$ cat src/rtl/dm_arbiter_pkg.sv
// Shared constants and FSM encoding for the two-port data-memory arbiter.
// Build option: define DM_ARB_LOCK_EN to add the LOCK state for locked bursts.
package dm_arbiter_pkg;

    localparam int   ADDR_W   = 10;
    localparam int   BURST_W  = 4;
    localparam logic PORT_CPU = 1'b0;
    localparam logic PORT_DMA = 1'b1;

    typedef enum logic [1:0] {
        ST_IDLE  = 2'd0,
        ST_GRANT = 2'd1
`ifdef DM_ARB_LOCK_EN
        ,
        ST_LOCK  = 2'd2
`endif
    } arb_state_t;

endpackage

$ cat src/rtl/dm_arb_rr.sv
// Two-way round-robin pick plus the last-granted pointer (reset favours port 0).
// Identical in every build; DM_ARB_LOCK_EN overrides are applied by dm_arbiter.
module dm_arb_rr
    import dm_arbiter_pkg::*;
(
    input  logic clk,
    input  logic rst_n,
    input  logic i_req0,
    input  logic i_req1,
    input  logic i_grant,
    input  logic i_grant_port,
    output logic o_pick_valid,
    output logic o_pick_port,
    output logic o_last_port
);

    logic r_last;

    // NOTE: non-blocking assignments in clocked blocks so every flop samples pre-edge values.
    always_ff @(posedge clk or negedge rst_n) begin
        if (!rst_n) begin
            r_last <= PORT_DMA;
        end else if (i_grant) begin
            r_last <= i_grant_port;
        end
    end

    // NOTE: defaults first so every path assigns every output and no latch is inferred.
    always_comb begin
        o_pick_valid = i_req0 | i_req1;
        o_pick_port  = PORT_CPU;
        if (i_req0 && i_req1) begin
            o_pick_port = ~r_last;
        end else if (i_req1) begin
            o_pick_port = PORT_DMA;
        end
    end

    assign o_last_port = r_last;

endmodule

$ cat src/rtl/dm_arbiter.sv
// Two-port (CPU data / DMA) data-memory arbiter: registered grant, one-cycle access, rdata next cycle.
// Build option: DM_ARB_LOCK_EN enables locked bursts of up to MAX_BURST grants.
module dm_arbiter
    import dm_arbiter_pkg::*;
#(
    parameter int MAX_BURST = 4
) (
    input  logic              clk,
    input  logic              rst_n,
    input  logic              req0,
    input  logic              req1,
    input  logic              we0,
    input  logic              we1,
    input  logic [ADDR_W+1:2] addr0,
    input  logic [ADDR_W+1:2] addr1,
    input  logic [31:0]       wdata0,
    input  logic [31:0]       wdata1,
    input  logic              lock0,
    input  logic              lock1,
    output logic              gnt0,
    output logic              gnt1,
    output logic              rvalid0,
    output logic              rvalid1,
    output logic [31:0]       rdata,
    output logic [ADDR_W+1:2] m_addr,
    output logic [31:0]       m_din,
    output logic              m_wEn,
    input  logic [31:0]       m_dout
);

    arb_state_t        r_state;
    arb_state_t        w_state_nxt;
    logic              w_pick_valid;
    logic              w_pick_port;
    logic              w_last_port;
    logic              w_win_port;
    logic              w_grant;
    logic              w_sel_we;
    logic [ADDR_W+1:2] w_sel_addr;
    logic [31:0]       w_sel_wdata;
    logic              w_rd_cycle;

    logic              r_gnt0;
    logic              r_gnt1;
    logic              r_wen;
    logic [ADDR_W+1:2] r_addr;
    logic [31:0]       r_din;
    logic              r_rvalid0;
    logic              r_rvalid1;
    logic [31:0]       r_rdata;

    dm_arb_rr u_rr (
        .clk          (clk),
        .rst_n        (rst_n),
        .i_req0       (req0),
        .i_req1       (req1),
        .i_grant      (w_grant),
        .i_grant_port (w_win_port),
        .o_pick_valid (w_pick_valid),
        .o_pick_port  (w_pick_port),
        .o_last_port  (w_last_port)
    );

`ifdef DM_ARB_LOCK_EN
    logic [BURST_W-1:0] r_burst;
    logic [BURST_W-1:0] w_burst_nxt;
    logic               w_owner_req;
    logic               w_owner_lock;
    logic               w_hold;

    // The port granted last cycle keeps the bus while it locks, until its burst is spent.
    assign w_owner_req  = (w_last_port == PORT_DMA) ? req1  : req0;
    assign w_owner_lock = (w_last_port == PORT_DMA) ? lock1 : lock0;
    assign w_hold       = (r_state != ST_IDLE) && w_owner_req && w_owner_lock &&
                          (r_burst < BURST_W'(MAX_BURST));

    always_comb begin
        w_burst_nxt = '0;
        if (w_grant) begin
            if ((r_state != ST_IDLE) && (w_win_port == w_last_port)) begin
                w_burst_nxt = (r_burst == '1) ? r_burst : r_burst + BURST_W'(1);
            end else begin
                w_burst_nxt = BURST_W'(1);
            end
        end
    end

    always_ff @(posedge clk or negedge rst_n) begin
        if (!rst_n) begin
            r_burst <= '0;
        end else begin
            r_burst <= w_burst_nxt;
        end
    end
`else
    logic w_unused_cfg;
    assign w_unused_cfg = lock0 ^ lock1 ^ w_last_port ^ (MAX_BURST == 0);
`endif

    always_comb begin
        w_state_nxt = ST_IDLE;
        w_win_port  = w_pick_port;
`ifdef DM_ARB_LOCK_EN
        if (w_hold) begin
            w_win_port  = w_last_port;
            w_state_nxt = ST_LOCK;
        end else
`endif
        if (w_pick_valid) begin
            w_state_nxt = ST_GRANT;
        end
    end

    always_ff @(posedge clk or negedge rst_n) begin
        if (!rst_n) begin
            r_state <= ST_IDLE;
        end else begin
            r_state <= w_state_nxt;
        end
    end

    assign w_grant     = (w_state_nxt != ST_IDLE);
    assign w_sel_we    = (w_win_port == PORT_DMA) ? we1    : we0;
    assign w_sel_addr  = (w_win_port == PORT_DMA) ? addr1  : addr0;
    assign w_sel_wdata = (w_win_port == PORT_DMA) ? wdata1 : wdata0;

    // A grant cycle that is not a write is a read; its data is captured at the end of it.
    assign w_rd_cycle  = (r_state != ST_IDLE) && !r_wen;

    always_ff @(posedge clk or negedge rst_n) begin
        if (!rst_n) begin
            r_gnt0    <= 1'b0;
            r_gnt1    <= 1'b0;
            r_wen     <= 1'b0;
            r_addr    <= '0;
            r_din     <= '0;
            r_rvalid0 <= 1'b0;
            r_rvalid1 <= 1'b0;
            r_rdata   <= '0;
        end else begin
            r_gnt0    <= w_grant && (w_win_port == PORT_CPU);
            r_gnt1    <= w_grant && (w_win_port == PORT_DMA);
            r_wen     <= w_grant && w_sel_we;
            if (w_grant) begin
                r_addr <= w_sel_addr;
                r_din  <= w_sel_wdata;
            end
            r_rvalid0 <= w_rd_cycle && r_gnt0;
            r_rvalid1 <= w_rd_cycle && r_gnt1;
            if (w_rd_cycle) begin
                r_rdata <= m_dout;
            end
        end
    end

    assign gnt0    = r_gnt0;
    assign gnt1    = r_gnt1;
    assign rvalid0 = r_rvalid0;
    assign rvalid1 = r_rvalid1;
    assign rdata   = r_rdata;
    assign m_addr  = r_addr;
    assign m_din   = r_din;
    assign m_wEn   = r_wen;

endmodule
$ cat config.mk
export PLATFORM = sky130hd
export DESIGN_NAME = dm_arbiter
export DESIGN_NICKNAME = d
export VERILOG_FILES = /design/src/rtl/dm_arbiter_pkg.sv /design/src/rtl/dm_arb_rr.sv /design/src/rtl/dm_arbiter.sv
export SDC_FILE = /design/constraint.sdc
export NUM_CORES = 1
export LEC_CHECK = 0
export CAP_MARGIN = 20
export CORE_MARGIN = 2
export CORE_UTILIZATION = 40
export DETAILED_ROUTE_END_ITERATION = 10
export PLACE_DENSITY = 0.8
export RECOVER_POWER = 25
export SLEW_MARGIN = 25
export SYNTH_ARGS = -nofsm -noshare
export SYNTH_HDL_FRONTEND = slang
export SYNTH_SLANG_ARGS = --single-unit
$ cat constraint.sdc
create_clock -name clk -period 2 [get_ports clk]
set_clock_uncertainty 0.15 [all_clocks]
set_input_delay 0.2 -clock clk [delete_from_list [all_inputs] [get_ports clk]]
set_output_delay 0.2 -clock clk [all_outputs]
set_load 0.02 [all_outputs]
# Word level (Yosys, flattened, before mapping)
# Cells that the tools add are included.
totals:
  reg_bits: 81
  in_bits: 124
  out_inout_bits: 79
  wordCells: 29
classes:
  n_mux: 6
  n_bitwise: 3
  reduce_logical: 10
op_table:
  columns: ["cell", "n"]
  rows:
  - ["$mux W32", 1]
  - ["$mux W10", 1]
  - ["$logic_and A1 B1 Y1", 7]
  - ["$mux W1", 4]
  - ["$reduce_bool A2 Y1", 2]
  - ["$not A1 Y1", 2]
  - ["$logic_not A1 Y1", 1]
  - ["$or A1 B1 Y1", 1]

# Longest topological paths before layout
logic_depth:
  ltp_word: 4
  depth_mapped: 5
  ltp_nobuf: 3

# Modules after synthesis
# Synthesis repeated with hierarchy kept, for this count alone.
hier_totals:
  cells_unflattened: 268
  area_unflattened_um2: 3528.4
modules_own_cells:
  columns: ["module", "n_inst", "cells_each", "area_per_inst_um2", "seq_area_each_um2"]
  rows:
  - ["dm_arbiter", 1, 264, 3473.3, 2001.9]
  - ["dm_arb_rr", 1, 4, 55.1, 26.3]

# Worst setup path after synthesis
# Ideal clock, no wire load.
synth_path:
  path_kind: "register to register"
  from: "register r_wen, in the netlist m_wEn"
  to: "register r_rdata[10], in the netlist rdata[10]"
  setup_time_ns: 0.125
  t_arrival_ns: 1.171
  required_time_ns: 1.725
  path_slack_ns: 0.554
  stages_incl_launch_ff: 5
  path_buffers: 2
  synth_period_minus_slack_ns: 1.446
  cell_sequence: "dfrtp_1 > nor2b_4 > buf_6 > buf_6 > mux2_4"
synth_via:
  elab_chain_cells: 2
synth_rtl:
  columns: ["item", "line", "source"]
  rows:
  - ["start, declared", "dm_arbiter.sv:45", "logic r_wen;"]
  - ["start signal, assigned", "dm_arbiter.sv:143", "r_wen <= w_grant && w_sel_we;"]
  - ["$logic_not A1 Y1", "dm_arbiter.sv:128", "assign w_rd_cycle = (r_state != ST_IDLE) && !r_wen;"]
  - ["$logic_and A1 B1 Y1", "dm_arbiter.sv:128", null]
  - ["end signal, assigned", "dm_arbiter.sv:151", "r_rdata <= m_dout;"]
  - ["end, declared", "dm_arbiter.sv:50", "logic [31:0] r_rdata;"]
# Every way passes these cells.
# A chain may end at the register's enable or synchronous reset.

# Worst setup path after layout
layout_path:
  from: "register r_addr, in the netlist m_addr[7]"
  to: "output m_addr[7] in the netlist's numbering"
layout_rtl:
  columns: ["item", "line", "source"]
  rows:
  - ["start, declared", "dm_arbiter.sv:46", "logic [ADDR_W+1:2] r_addr;"]
  - ["start signal, assigned", "dm_arbiter.sv:145", "r_addr <= w_sel_addr;"]
  - ["end, declared", "dm_arbiter.sv:25", "output logic [ADDR_W+1:2] m_addr,"]
# No word-level cell between the ends.

==> load_flow_metrics.sql <==
INSERT INTO impl_metrics (metric_group, metric, value, unit) VALUES
('critical_path', 'crit_path_top_delay_cell', 'sky130_fd_sc_hd__clkdlybuf4s50_1', ''),
('global_route', 'overflow', '0', ''),
('route', 'drc', '0', ''),
('final_layout', 'flow.area_growth_from_synthesis', '53.8', '%'),
('route', 'via_per_inst', '5.23', ''),
('place', 'buffer_ports.inserted', '200', ''),
('final_layout', 'antenna_cells', '0', ''),
('critical_path', 'cp_cell_sequence', 'clkdlybuf4s50_1', ''),
('pwr', 'power_density', '778', 'mW/mm²'),
('yosys', 'synthesis.area_per_instance', '12.5', 'µm²'),
('clock_network', 'clock_latency', '0.34', 'ns'),
('route', 'drt.antenna.violating_nets', '0', ''),
('yosys', 'synthesis.nets', '447', ''),
('yosys', 'syn_area', '0.00404', 'mm²'),
('timing', 'timing.setup.tns', '0', 'ns'),
('yosys', 'yosysTopAreaCellShare', '49.6', '%'),
('timing', 'final-max-slew-violation-count', '0', ''),
('yosys', 'postSynthRegisterBits', '81', ''),
('yosys', 'post-synth-top-area-cell', 'sky130_fd_sc_hd__dfrtp_1', ''),
('timing', 'layout_worst_path_cycle_share', '85.9', '%'),
('critical_path', 'cp.buffers_inverters', '1', ''),
('timing', 'fin_crit', '1.72', 'ns'),
('clock_network', 'h-tree-depth', '3', ''),
('yosys', 'most_common_cell_in_the_netlist', 'sky130_fd_sc_hd__dfrtp_1', ''),
('final_layout', 'nFillCells', '755', ''),
('floorplanning', 'dieArea', '0.0109', 'mm²'),
('yosys', 'largest_cells_by_area_after_synthesis', 'sky130_fd_sc_hd__dfrtp_1 50%, sky130_fd_sc_hd__mux2_4 10%, sky130_fd_sc_hd__mux2i_1 10%', ''),
('final_layout', 'share_of_layout_cells_above_drive_strength_1', '12.4', '%'),
('clock_network', 'cts-root-buf', 'sky130_fd_sc_hd__clkbuf_8', ''),
('worst_hold_path', 'timing.hold.worst_path_depth', '2', ''),
('global_route', 'first_global_vias', '3592', ''),
('timing', 'worst-slew-pin-transition', '0.926', 'ns'),
('place', 'hpwl_reported_at_the_end_of_detailed_placement', '8240', 'µm'),
('route', 'vias', '3405', ''),
('clock_network', 'cts_tree', 'done', ''),
('timing', 'rsz0062_at_grt', 'no', ''),
('global_route', 'grt_start_max_net_pins', '45', ''),
('yosys', 'synth_ff_type', 'sky130_fd_sc_hd__dfrtp_1', ''),
('clock_network', 'clock_sinks', '81', ''),
('floorplanning', 'core', '0.00977', 'mm²'),
('floorplanning', 'dieWidth', '104', 'µm'),
('critical_path', 'timing.critical_path.from_type', 'flip-flop', ''),
('run_status', 'outcome', 'complete, no violations', ''),
('final_layout', 'finish.net_count', '638', ''),
('clock_network', 'post_cts_buffers', '0', ''),
('critical_path', 'ff2ff_setup_slack', '0.31', 'ns'),
('critical_path', 'cp_num_cells', '1', ''),
('timing', 'worst_slew_margin_rel', '38.2', '%'),
('timing', 'timing_hold_violations_final', '0', ''),
('critical_path', 'worst-endpoint-arrival', '1.37', 'ns'),
('yosys', 'gate_count_of_the_mapped_netlist', '323', ''),
('critical_path', 'cp_top_family', 'buffers and inverters', ''),
('critical_path', 'critPathRequiredTime', '1.65', 'ns'),
('final_layout', 'sequential_cell_area', '0.00203', 'mm²'),
('critical_path', 'critical_path.max_fanout', '2', ''),
('floorplanning', 'placement_rows', '36', ''),
('timing', 'final-setup-viol-count', '0', ''),
('yosys', 'synthArstFlopShare', '100', '%'),
('pwr', 'leakagePower', '2.76', 'nW'),
('timing', 'max_freq', '582', 'MHz'),
('clock_network', 'cts_inserted_buffers', '9', ''),
('floorplanning', 'die_height', '104', 'µm'),
('worst_hold_path', 'hold_path.class', 'input port to flip-flop', ''),
('floorplanning', 'top_level_ports', '203', ''),
('clock_network', 'cts_max_path_buffers', '2', ''),
('flow_run', 'max_cap_viols', '0', ''),
('critical_path', 'worst-r2r-cell-count', '4', ''),
('floorplanning', 'starting_density_of_the_core', '41.3', '%'),
('critical_path', 'worst_setup_path_end_kind', 'output port', ''),
('route', 'route.final.wire_length', '11400', 'µm'),
('global_route', 'track_usage', '21.0', '%');
repair_timing:
item | in CTS | in global routing
hold buffers | 1 | 0
resized for setup | 0 | 0
endpoints found under the hold margin | 33 | 0
endpoints found under the setup margin | 0 | 0
layer usage:
layer / vias to the layer above / GRT usage, % / part of all wire (%)
met4: 0 / 8.40 / 2.2
met2: 159 / 35.1 / 47
met5: - / 0 / 0
met3: 21 / 5.26 / 7.6
li1: 1577 / - / -
met1: 1648 / 25.9 / 43
metrics by stage:
step | hold WS [ns] | power, mW | instances | area, µm² | setup WS, ns
final | 0.126 | 4.83 | 651 | 6210 | 0.281
after global routing | 0.148 | 5.06 | 651 | 6210 | 0.243
after global placement | 0.0288 | 3.68 | 635 | 6020 | 0.331
after floorplan | -0.246 | 2.88 | 323 | 4040 | 0.554
after CTS | 0.116 | 4.88 | 651 | 6220 | 0.245
after detailed placement | 0.0356 | 3.72 | 635 | 6020 | 0.287
flip-flops by register name (all words and copies together), names as in the netlist:
name,cells
rvalid1,1
m_wEn,1
u_rr.o_last_port,1
rvalid0,1
m_addr,10
gnt0,1
gnt1,1
r_state,1
rdata,32
m_din,32
power breakdown:
group          switching (mW)  total, mW  internal, mW  leakage [nW]
clock                   0.582       1.15         0.568        0.0844
sequential              0.129       2.00          1.87         0.955
combinational           0.764       1.68         0.917          1.72
path summary, 6_finish.rpt:
path,startpoint,end
setup / recovery,m_addr[7]$_DFFE_PN0N_,m_addr[7]
max in group asynchronous,rst_n,rdata[29]$_DFFE_PN0P_
min in group asynchronous,rst_n,m_din[12]$_DFFE_PN0N_
setup reg to reg,u_rr.o_last_port$_DFFE_PN1N_,m_din[2]$_DFFE_PN0N_
hold / removal,req1,m_din[17]$_DFFE_PN0N_
hold reg to reg,gnt1$_DFF_PN0_,rvalid1$_DFF_PN0_
kinds of logic (layout without fill, tap and decap cells):
family	Yosys count	count (layout)	synth area share, %
simple gates	48	48	7.63
flops	81	81	50.2
mux	74	74	21.9
compound gates	87	87	12.6
buf+inv	33	228	7.59
cells in the final DEF (no fill, tap or decap), drive strengths merged:
cell / netlist / layout
a21boi: 1 / 1
a22o: 1 / 1
a31oi: 42 / 42
and2: 3 / 3
and3: 42 / 42
buf: 24 / 12
bufinv: 0 / 1
clkbuf: 8 / 12
clkdlybuf4s50: 0 / 197
clkinv: 0 / 1
clkinvlp: 0 / 3
dfrtp: 80 / 80
dfstp: 1 / 1
dlygate4sd3: 0 / 1
inv: 1 / 1
mux2: 32 / 32
mux2i: 42 / 42
nand2: 1 / 1
nor2b: 1 / 1
o21a: 1 / 1
o21ai: 42 / 42
or2: 1 / 1
final cells by class:
cell class                      count  share of cell area, %
Sequential cell                    81                   32.7
Clock inverter                      5                  0.927
Timing Repair Buffer              212                   34.3
Multi-Input combinational cell    209                   27.3
Clock buffer                       10                   2.06
Inverter                            1                 0.0605
Tap cell                          133                   2.68
Power figures use the tool's default switching activity.
==> edit, RTL diff (same flow settings) <==
The option `DM_ARB_LOCK_EN` is turned on by a define.
--- a/src/rtl/dm_arbiter_pkg.sv
+++ b/src/rtl/dm_arbiter_pkg.sv
@@ -1,5 +1,7 @@
 // Shared constants and FSM encoding for the two-port data-memory arbiter.
 // Build option: define DM_ARB_LOCK_EN to add the LOCK state for locked bursts.
+`define DM_ARB_LOCK_EN
+
 package dm_arbiter_pkg;
 
     localparam int   ADDR_W   = 10;
Function: changed (a bounded check fails within 4 cycles, from zero or initial values and one cycle with rst_n low).
==> edit against the unedited design <==
Total power is 10% higher; register-to-register slack worse by 240 ps; sequential cell count is 5 higher; cell area is 3.3% higher; critical path depth is 6 higher; area after synthesis is 2.5% lower; wire length is 16% lower; worst setup slack worse by 210 ps; global-route usage is 3.6 points lower; synthesized cell count is 18% lower; die area is 2.4% lower.
==> edit: results (changes against the unedited design) <==
| Metric | Value |
|---|---|
| N_diodes | `0 (unchanged)` |
| Final cell count without fillers | `613 (-5.8%)` |
| Nets | `600 (-6.0%)` |
| Worst Reg-to-Reg Cells | `7 (+3)` |
| Worst rel slew slack | `58.22% (+20 points)` |
| Multi-input gates | `157 (-25%)` |
| Sequential cell count | `86 (+6.2%)` |
| Leakage | `2.674 nW (-3.1%)` |
| Top cells by count, synth | `85 x dfrtp_1, 85 x mux2_2, 20 x mux2_4, 11 x mux2_1, 7 x clkbuf_1` |
| Avg Cell Area, Syn | `14.91 um2 (+19%)` |
| Layout cells sized above 1 | `29.17% (+17 points)` |
| Via count | `2932 (-14%)` |
| GRT Total Usage | `17.35% (-3.6 points)` |
| Proportion of synthesized chip area in sequential cells | `54.72% (+4.5 points)` |
| Placed cell area | `0.006137 mm2 (+1.9%)` |
| Flop-to-flop setup slack | `70 ps (-240 ps)` |
| 1st-iter DRT viols | `42 (-63%)` |
| Worst-path clk slew | `80 ps (about the same)` |
| Fillers | `747 (-1.1%)` |
| Synth unique cells | `36 (+71%)` |
| CTS H-tree lvls | `3 (unchanged)` |
| Hold Path Class | `input port to register` |
| Routed wire length | `9522 um (-16%)` |
| Signal inverters | `5 (+4)` |
| Routability Congestion | `0.7581 (+2.8%)` |
| Largest net degree at the start of global routing | `48 (+6.7%)` |
| Detailed Place HPWL | `6980 um (-15%)` |
| Crit path max fanout | `7 (+5)` |
| Synth Warn # | `0 (unchanged)` |
| Sw frac | `30.76% (+0.22 points)` |
| Fin util | `66.51% (+3.0 points)` |
| Register area | `0.002153 mm2 (+6.2%)` |
| Multi-input gate share of total cell area | `26.21% (-1.1 points)` |
| Layout non-clock buf frac | `34.50% (+0.20 points)` |
| Status | `finished clean` |
| Hold Path Stages | `3 (+1)` |
| Place WS | `-6.642 ps (-293.3 ps)` |
| R2r endpoint | `m_din[3]$_DFFE_PN0P_` |
| Placed Cells | `592 (-6.8%)` |
| Worst Path Arrival | `2000 ps (+630 ps)` |
| Worst-Skew Late Latency | `340 ps (about the same)` |
| Layout clock area frac | `2.810% (-0.17 points)` |
| Worst path max stage delay | `380 ps (-280 ps)` |
| Reg2Reg Launch Point | `r_state[1]$_DFF_PN0_` |
| Vias in the first global route | `2967 (-17%)` |
| Final hold slack | `82.84 ps (-43.25 ps)` |
| Slowest-stage cell, CP | `dfrtp_1` |
| Die area | `0.01065 mm2 (-2.4%)` |
| Non-clk bufs | `216 (+1.9%)` |
| Syn_nets | `389 (-13%)` |
| Worst Hold End | `r_state[0]$_DFF_PN0_` |
| HP Start | `req0` |
| Top cells by area, synth | `dfrtp_1 54%, mux2_2 24%, mux2_4 7.6%` |
| VDD IR max | `0.4345 mV (+37%)` |
| First-pass GRT wire length | `14170 um (-23%)` |
| Port buffer count | `202 (+1.0%)` |
edit: worst max-delay path by stage:
stage | from | endpoint | slack (ps) | cells past startpoint
2_1_floorplan | r_state[1]$_DFF_PN0_ | m_din[10]$_DFFE_PN0P_ | 20 | 6
3_3_place_gp | lock1 | m_din[0]$_DFFE_PN0P_ | 30 | 5
3_5_place_dp | lock1 | m_addr[11]$_DFFE_PN0P_ | -7 | 5
4_1_cts | r_state[1]$_DFF_PN0_ | m_din[28]$_DFFE_PN0P_ | 20 | 6
5_1_grt | r_state[1]$_DFF_PN0_ | m_din[31]$_DFFE_PN0P_ | -2 | 5
6_report | r_state[1]$_DFF_PN0_ | m_din[3]$_DFFE_PN0P_ | 70 | 7
edit: power by group through the flow:
| stage | Combinational (mW) | Clock (mW) | Sequential (mW) |
|---|---|---|---|
| after floorplan | 0.623 | 0 | 2.58 |
| after global placement | 1.94 | 0 | 2.22 |
| after detailed placement | 1.97 | 0 | 2.23 |
| after CTS | 1.98 | 1.18 | 2.20 |
| after global routing | 2.13 | 1.25 | 2.24 |
| final | 1.99 | 1.13 | 2.20 |
edit: worst max-delay path, delay by kind of cell (launching register included):
kind                   cells  cell delay (ps)
buffers and inverters      3              450
flip-flops                 1              380
AO/OA/AOI/OAI              2              290
multiplexers               1              290
AND/OR/NAND/NOR            1              250
edit: layer usage:
layer  share of wire (%)  wire (um)  GRT usage, %
met3                 8.4        799         5.242
met5                   0          0             0
met4                 1.4        135         6.680
met2                  51       4813         29.17
met1                  40       3774         21.02
edit: logic make-up after synthesis:
kind of cell               count (synthesis)  share of synthesized area [%]
muxes                                    117                          35.36
DFF                                       86                          54.72
and+or+nand+nor                           22                          3.053
buffers and inverters                     21                          2.925
AOI/OAI and AO/OA                         16                          3.403
xor gates and xnor gates                   1                         0.2226
adders and majority gates                  1                         0.3179
